==> config.mk <==
export PLATFORM = sky130hd
export DESIGN_NAME = wb_port_arbiter
export DESIGN_NICKNAME = d
export VERILOG_FILES = /design/src/rtl/wb_port_arbiter_pkg.sv /design/src/rtl/wb_port_arbiter.sv
export SDC_FILE = /design/constraint.sdc
export NUM_CORES = 1
export LEC_CHECK = 0
export CORE_AREA = 4 4 91 85
export CTS_BUF_LIST = sky130_fd_sc_hd__clkbuf_8
export DETAILED_ROUTE_END_ITERATION = 8
export DIE_AREA = 0 0 95 89
export HOLD_SLACK_MARGIN = 0.1
export PLACE_DENSITY_LB_ADDON = 0.25
export REMOVE_ABC_BUFFERS = 1
export SKIP_CTS_REPAIR_TIMING = 1
export SLEW_MARGIN = 20
export SYNTH_ARGS = -nofsm -noshare
export SYNTH_HDL_FRONTEND = slang
export SYNTH_SLANG_ARGS = --single-unit
==> constraint.sdc <==
create_clock -name i_clk -period 3.1 [get_ports i_clk]
set_clock_uncertainty 0.15 [all_clocks]
set_input_delay 0.465 -clock i_clk [delete_from_list [all_inputs] [get_ports i_clk]]
set_output_delay 0.465 -clock i_clk [all_outputs]
set_load 0.01 [all_outputs]
==> src/rtl/wb_port_arbiter_pkg.sv <==
// Shared core types for the register-file write-port arbiter: data/address
// types, the arbiter FSM state encoding and the default starvation limit.
package wb_port_arbiter_pkg;

  typedef logic        clock;
  typedef logic [31:0] data_val;
  typedef logic [4:0]  reg_addr;

  typedef enum logic [1:0] {
    ST_IDLE  = 2'd0,
    ST_WAIT  = 2'd1,
    ST_FORCE = 2'd2
  } arb_state_e;

  localparam int unsigned STARVE_LIMIT_DEFAULT = 4;
  localparam int unsigned STARVE_CNT_W         = 8;

endpackage

==> src/rtl/wb_port_arbiter.sv <==
// Arbitrates the single register-file write port between the pipeline writeback
// and a multi-cycle (mul/div) unit, forcing a one-cycle pipeline stall on starvation.
module wb_port_arbiter
  import wb_port_arbiter_pkg::*;
#(
  parameter int unsigned STARVE_LIMIT = STARVE_LIMIT_DEFAULT
) (
  input  clock        i_clk,
  input  logic        i_rst,
  input  logic        i_pl_wr_en,
  input  reg_addr     i_pl_wr_addr,
  input  data_val     i_pl_wr_val,
  input  logic        i_mc_valid,
  input  reg_addr     i_mc_addr,
  input  data_val     i_mc_val,
  output logic        o_mc_ready,
  output logic        o_pl_stall,
  output logic        o_reg_wr_en,
  output reg_addr     o_reg_wr_addr,
  output data_val     o_reg_wr_val,
  output logic [1:0]  o_dbg_state
);

  localparam logic [STARVE_CNT_W-1:0] LIMIT = STARVE_CNT_W'(STARVE_LIMIT);

  arb_state_e              state_q;
  logic [STARVE_CNT_W-1:0] cnt_q;
  logic [STARVE_CNT_W-1:0] cnt_d;
  logic                    stall_q;
  logic                    wr_en_q;
  reg_addr                 wr_addr_q;
  data_val                 wr_val_q;

  logic pl_live;
  logic force_now;
  logic mc_grant;
  logic pl_grant;
  logic mc_xfer;

  // Handshake: the multi-cycle unit raises i_mc_valid and holds addr/val stable;
  // o_mc_ready is the same-cycle grant and a transfer happens when both are 1.
  assign pl_live   = i_pl_wr_en && (i_pl_wr_addr != '0);
  assign force_now = (state_q == ST_FORCE);
  assign mc_grant  = force_now || (i_mc_valid && !pl_live);
  assign pl_grant  = pl_live && !force_now;
  assign mc_xfer   = i_mc_valid && mc_grant;
  assign cnt_d     = cnt_q + 1'b1;

  assign o_mc_ready    = mc_grant && !i_rst;
  assign o_pl_stall    = stall_q;
  assign o_reg_wr_en   = wr_en_q;
  assign o_reg_wr_addr = wr_addr_q;
  assign o_reg_wr_val  = wr_val_q;
  assign o_dbg_state   = state_q;

  // The counter holds lost cycles of the current request, including the one
  // that left IDLE, so STARVE_LIMIT losses are followed directly by FORCE.
  always_ff @(posedge i_clk or posedge i_rst) begin
    if (i_rst) begin
      state_q   <= ST_IDLE;
      cnt_q     <= '0;
      stall_q   <= 1'b0;
      wr_en_q   <= 1'b0;
      wr_addr_q <= '0;
      wr_val_q  <= '0;
    end else begin
      wr_en_q <= 1'b0;
      stall_q <= 1'b0;
      if (pl_grant) begin
        wr_en_q   <= 1'b1;
        wr_addr_q <= i_pl_wr_addr;
        wr_val_q  <= i_pl_wr_val;
      end else if (mc_xfer) begin
        wr_en_q   <= (i_mc_addr != '0);
        wr_addr_q <= i_mc_addr;
        wr_val_q  <= i_mc_val;
      end

      case (state_q)
        ST_IDLE: begin
          cnt_q <= '0;
          if (i_mc_valid && pl_live) begin
            cnt_q <= cnt_d;
            if (cnt_d == LIMIT) begin
              state_q <= ST_FORCE;
              stall_q <= 1'b1;
            end else begin
              state_q <= ST_WAIT;
            end
          end
        end
        ST_WAIT: begin
          if (!i_mc_valid || mc_xfer) begin
            state_q <= ST_IDLE;
            cnt_q   <= '0;
          end else begin
            cnt_q <= cnt_d;
            if (cnt_d == LIMIT) begin
              state_q <= ST_FORCE;
              stall_q <= 1'b1;
            end
          end
        end
        ST_FORCE: begin
          state_q <= ST_IDLE;
          cnt_q   <= '0;
        end
        default: begin
          state_q <= ST_IDLE;
          cnt_q   <= '0;
        end
      endcase
    end
  end

endmodule

==> results.cfg <==
[setup_path]
critPathMostFrequentCell = clkdlybuf4s50_1
cp_cell_sequence = clkdlybuf4s50_1, or4_4, o21ai_1, a2bb2oi_1, nor2_1, clkdlybuf4s50_1
r2r-start = cnt_q[0]
worstPathRequired_ns = 2.48
crit_path_max_incr_delay_ns = 0.58
crit_family = buffers and inverters
r2r_slack_ns = 1.40
end_kind = output port
critPathLaunch = i_pl_wr_addr[1]
crit_path_start_kind = primary input
critPathKind = primary input to output port
slowest_stage = or4_4
path_buf_inv = 2
r2r_end = o_pl_stall
critPathMaxFanout = 2
reg2reg_depth = 5
cp_data_arrival_time_ns = 2.35

[clocking]
clk_pin_slew_ns = 0.08
clock_path_buffers = 2
htreeDepth = 2
cts_tree = built
cts_buffers = 5
clock-root-buffer = clkbuf_8
cts_sinks = 49
clk_latency_ns = 0.29

[sta]
finalCritPeriodShare = 0.957
min_period_ns = 2.97
slew_headroom = 0.565
final_max_slew_viol_count = 0
tightest_slew_ns = 0.652
setup_tns_ns = 0
rsz0062_at_grt = no
finalHoldViolations = 0
max_freq_mhz = 337
finalSetupViolations = 0
setup_slack_ns = 0.133

[grt]
grt_pass1_wl_um = 9940
grt-ovfl-total = 0
grt_pass1_vias = 2060
grt_util_all_layers = 0.152
grt_max_degree = 58
antenna_found_initial = 0

[min_path]
hold_path.class = primary input to async pin

[status]
status = finished, final reports clean

[routing]
wl_per_cell_um = 14.8
dr_total_vias = 2015
drt_pass1_iterations = 4
met1Wirelength_um = 2820
routed-wl-met3_um = 526
top_layer_used = met4
viasPerCell = 4.73
antenna_left = 0
wl_um = 6320
routed-wl-met2_um = 2900
drcViolationCount = 0
drt_iter0_drc = 23

[yosys]
synth.avg_cell_area_um2 = 10.8
synth_top_area_frac = 0.527
syn_area_mm2 = 0.00233
synth-warning-count = 0
synth_cell_type_count = 27
synthTopCellsByArea = dfrtp_1 53%, mux2i_1 16%, nor2_1 7.3%
yosysMostFrequentCell = dfrtp_1
ys_ff_latch = 49
async_flop_share = 1.00
synth_cells = 216
synth_edf_count = 0
synth_ff_type = dfrtp_1
ys_seq_area_frac = 0.527
synth_common_cells = 49 x dfrtp_1, 45 x nor2_1, 37 x mux2i_1
synth_top_cell_by_area = dfrtp_1

[placed_design]
gp_congestion = 0.756
dpl.hpwl_um = 4860
dp_cells = 419
port-buffer-count = 119
dp_slack_ns = 0.0967

[floorplanning]
rows = 29
die_area_mm2 = 0.00846
core_region_area_mm2 = 0.00682
pin_count = 120
floorplan.initialDensity = 0.341
die_h_um = 89
die_x_um = 95

[finish]
drive_gt1_frac = 0.0751
seq_area_mm2 = 0.00123
n_antenna_cell = 0
final_core_util = 0.540
nFillCells = 635
multi_input_area_mm2 = 0.00101
finalNonFillerCells = 426
final_net_count = 413
syn2layout_area_growth_pct = 58.4

[power_and_ir_drop]
ir_drop_uv = 196
leakagePower_nw = 1.58
total_power_mw = 1.46
power.density_mw_per_mm2 = 397

[flow_run]
max-cap-violations = 0
[cell type report]
class / instances / share of cell area
clock buffer: 6 / 0.0224
clock inverter: 1 / 0.00102
inverter: 3 / 0.00306
multi-input combinational: 150 / 0.273
sequential: 49 / 0.333
tap: 93 / 0.0316
timing repair buffer: 124 / 0.336
[cell families after synthesis]
logic type                 Yosys count  synth area share
xor gates and xnor gates             5            0.0188
buffers and inverters               17            0.0446
adders and majority gates            2            0.0108
AOI/OAI and AO/OA                   44             0.117
muxes                               37             0.159
and+or+nand+nor                     62             0.122
DFF                                 49             0.527
[worst reg2reg max path, stage by stage (launching register included)]
cell and delay, ns:
dfrtp_1 0.44, ha_1 0.26, xnor2_1 0.15, nor3b_1 0.19, and4_1 0.26, and4b_1 0.19
[layer usage]
metal  vias to the layer above  GRT usage
met4                         0     0.0406
met2                        82      0.252
met1                       939      0.195
li1                        983          -
met3                        11     0.0471
met5                         -          0
[worst max-delay path by stage]
stage	to	depth (start not counted)
floorplan	o_reg_wr_addr[0]	4
global placement	o_mc_ready	6
detailed placement	o_mc_ready	6
CTS	o_mc_ready	6
global route	o_mc_ready	6
finish	o_mc_ready	6
[state kept, by name, indices dropped and copies added (netlist names)]
name,cells
o_pl_stall,1
o_dbg_state,2
o_reg_wr_addr,5
cnt_q,8
o_reg_wr_en,1
o_reg_wr_val,32
[cells in the final DEF, fill, tap and decap left out, types with 2 or more instances in the layout]
cell             netlist  routed
nor2_1                45      45
and3_1                 3       3
mux2i_1               37      37
nand3_1                4       4
o21ai_0                3       2
clkdlybuf4s50_1        0     118
xor2_1                 3       3
inv_1                  3       3
ha_1                   2       2
a21oi_1               28      28
and4b_1                2       2
xnor2_1                2       2
nand2_1                2       2
buf_4                  3       4
dfrtp_1               49      49
clkbuf_8               0       6
a21oi_2               10      10
[where the power goes]
part	switching [mW]	leakage [nW]	internal (mW)
registers	0.0271	0.578	0.689
logic	0.148	0.950	0.228
clock network	0.198	0.0485	0.174
[metrics by stage]
| step | hold WS, ns | instance area [µm²] |
|---|---|---|
| final | 0.347 | 3680 |
| after floorplan | 0.342 | 2230 |
| after global placement | 0.373 | 3600 |
| after CTS | 0.356 | 3680 |
| after detailed placement | 0.407 | 3600 |
| after global routing | 0.371 | 3680 |
No activity file was read; power rests on OpenSTA's default activity.
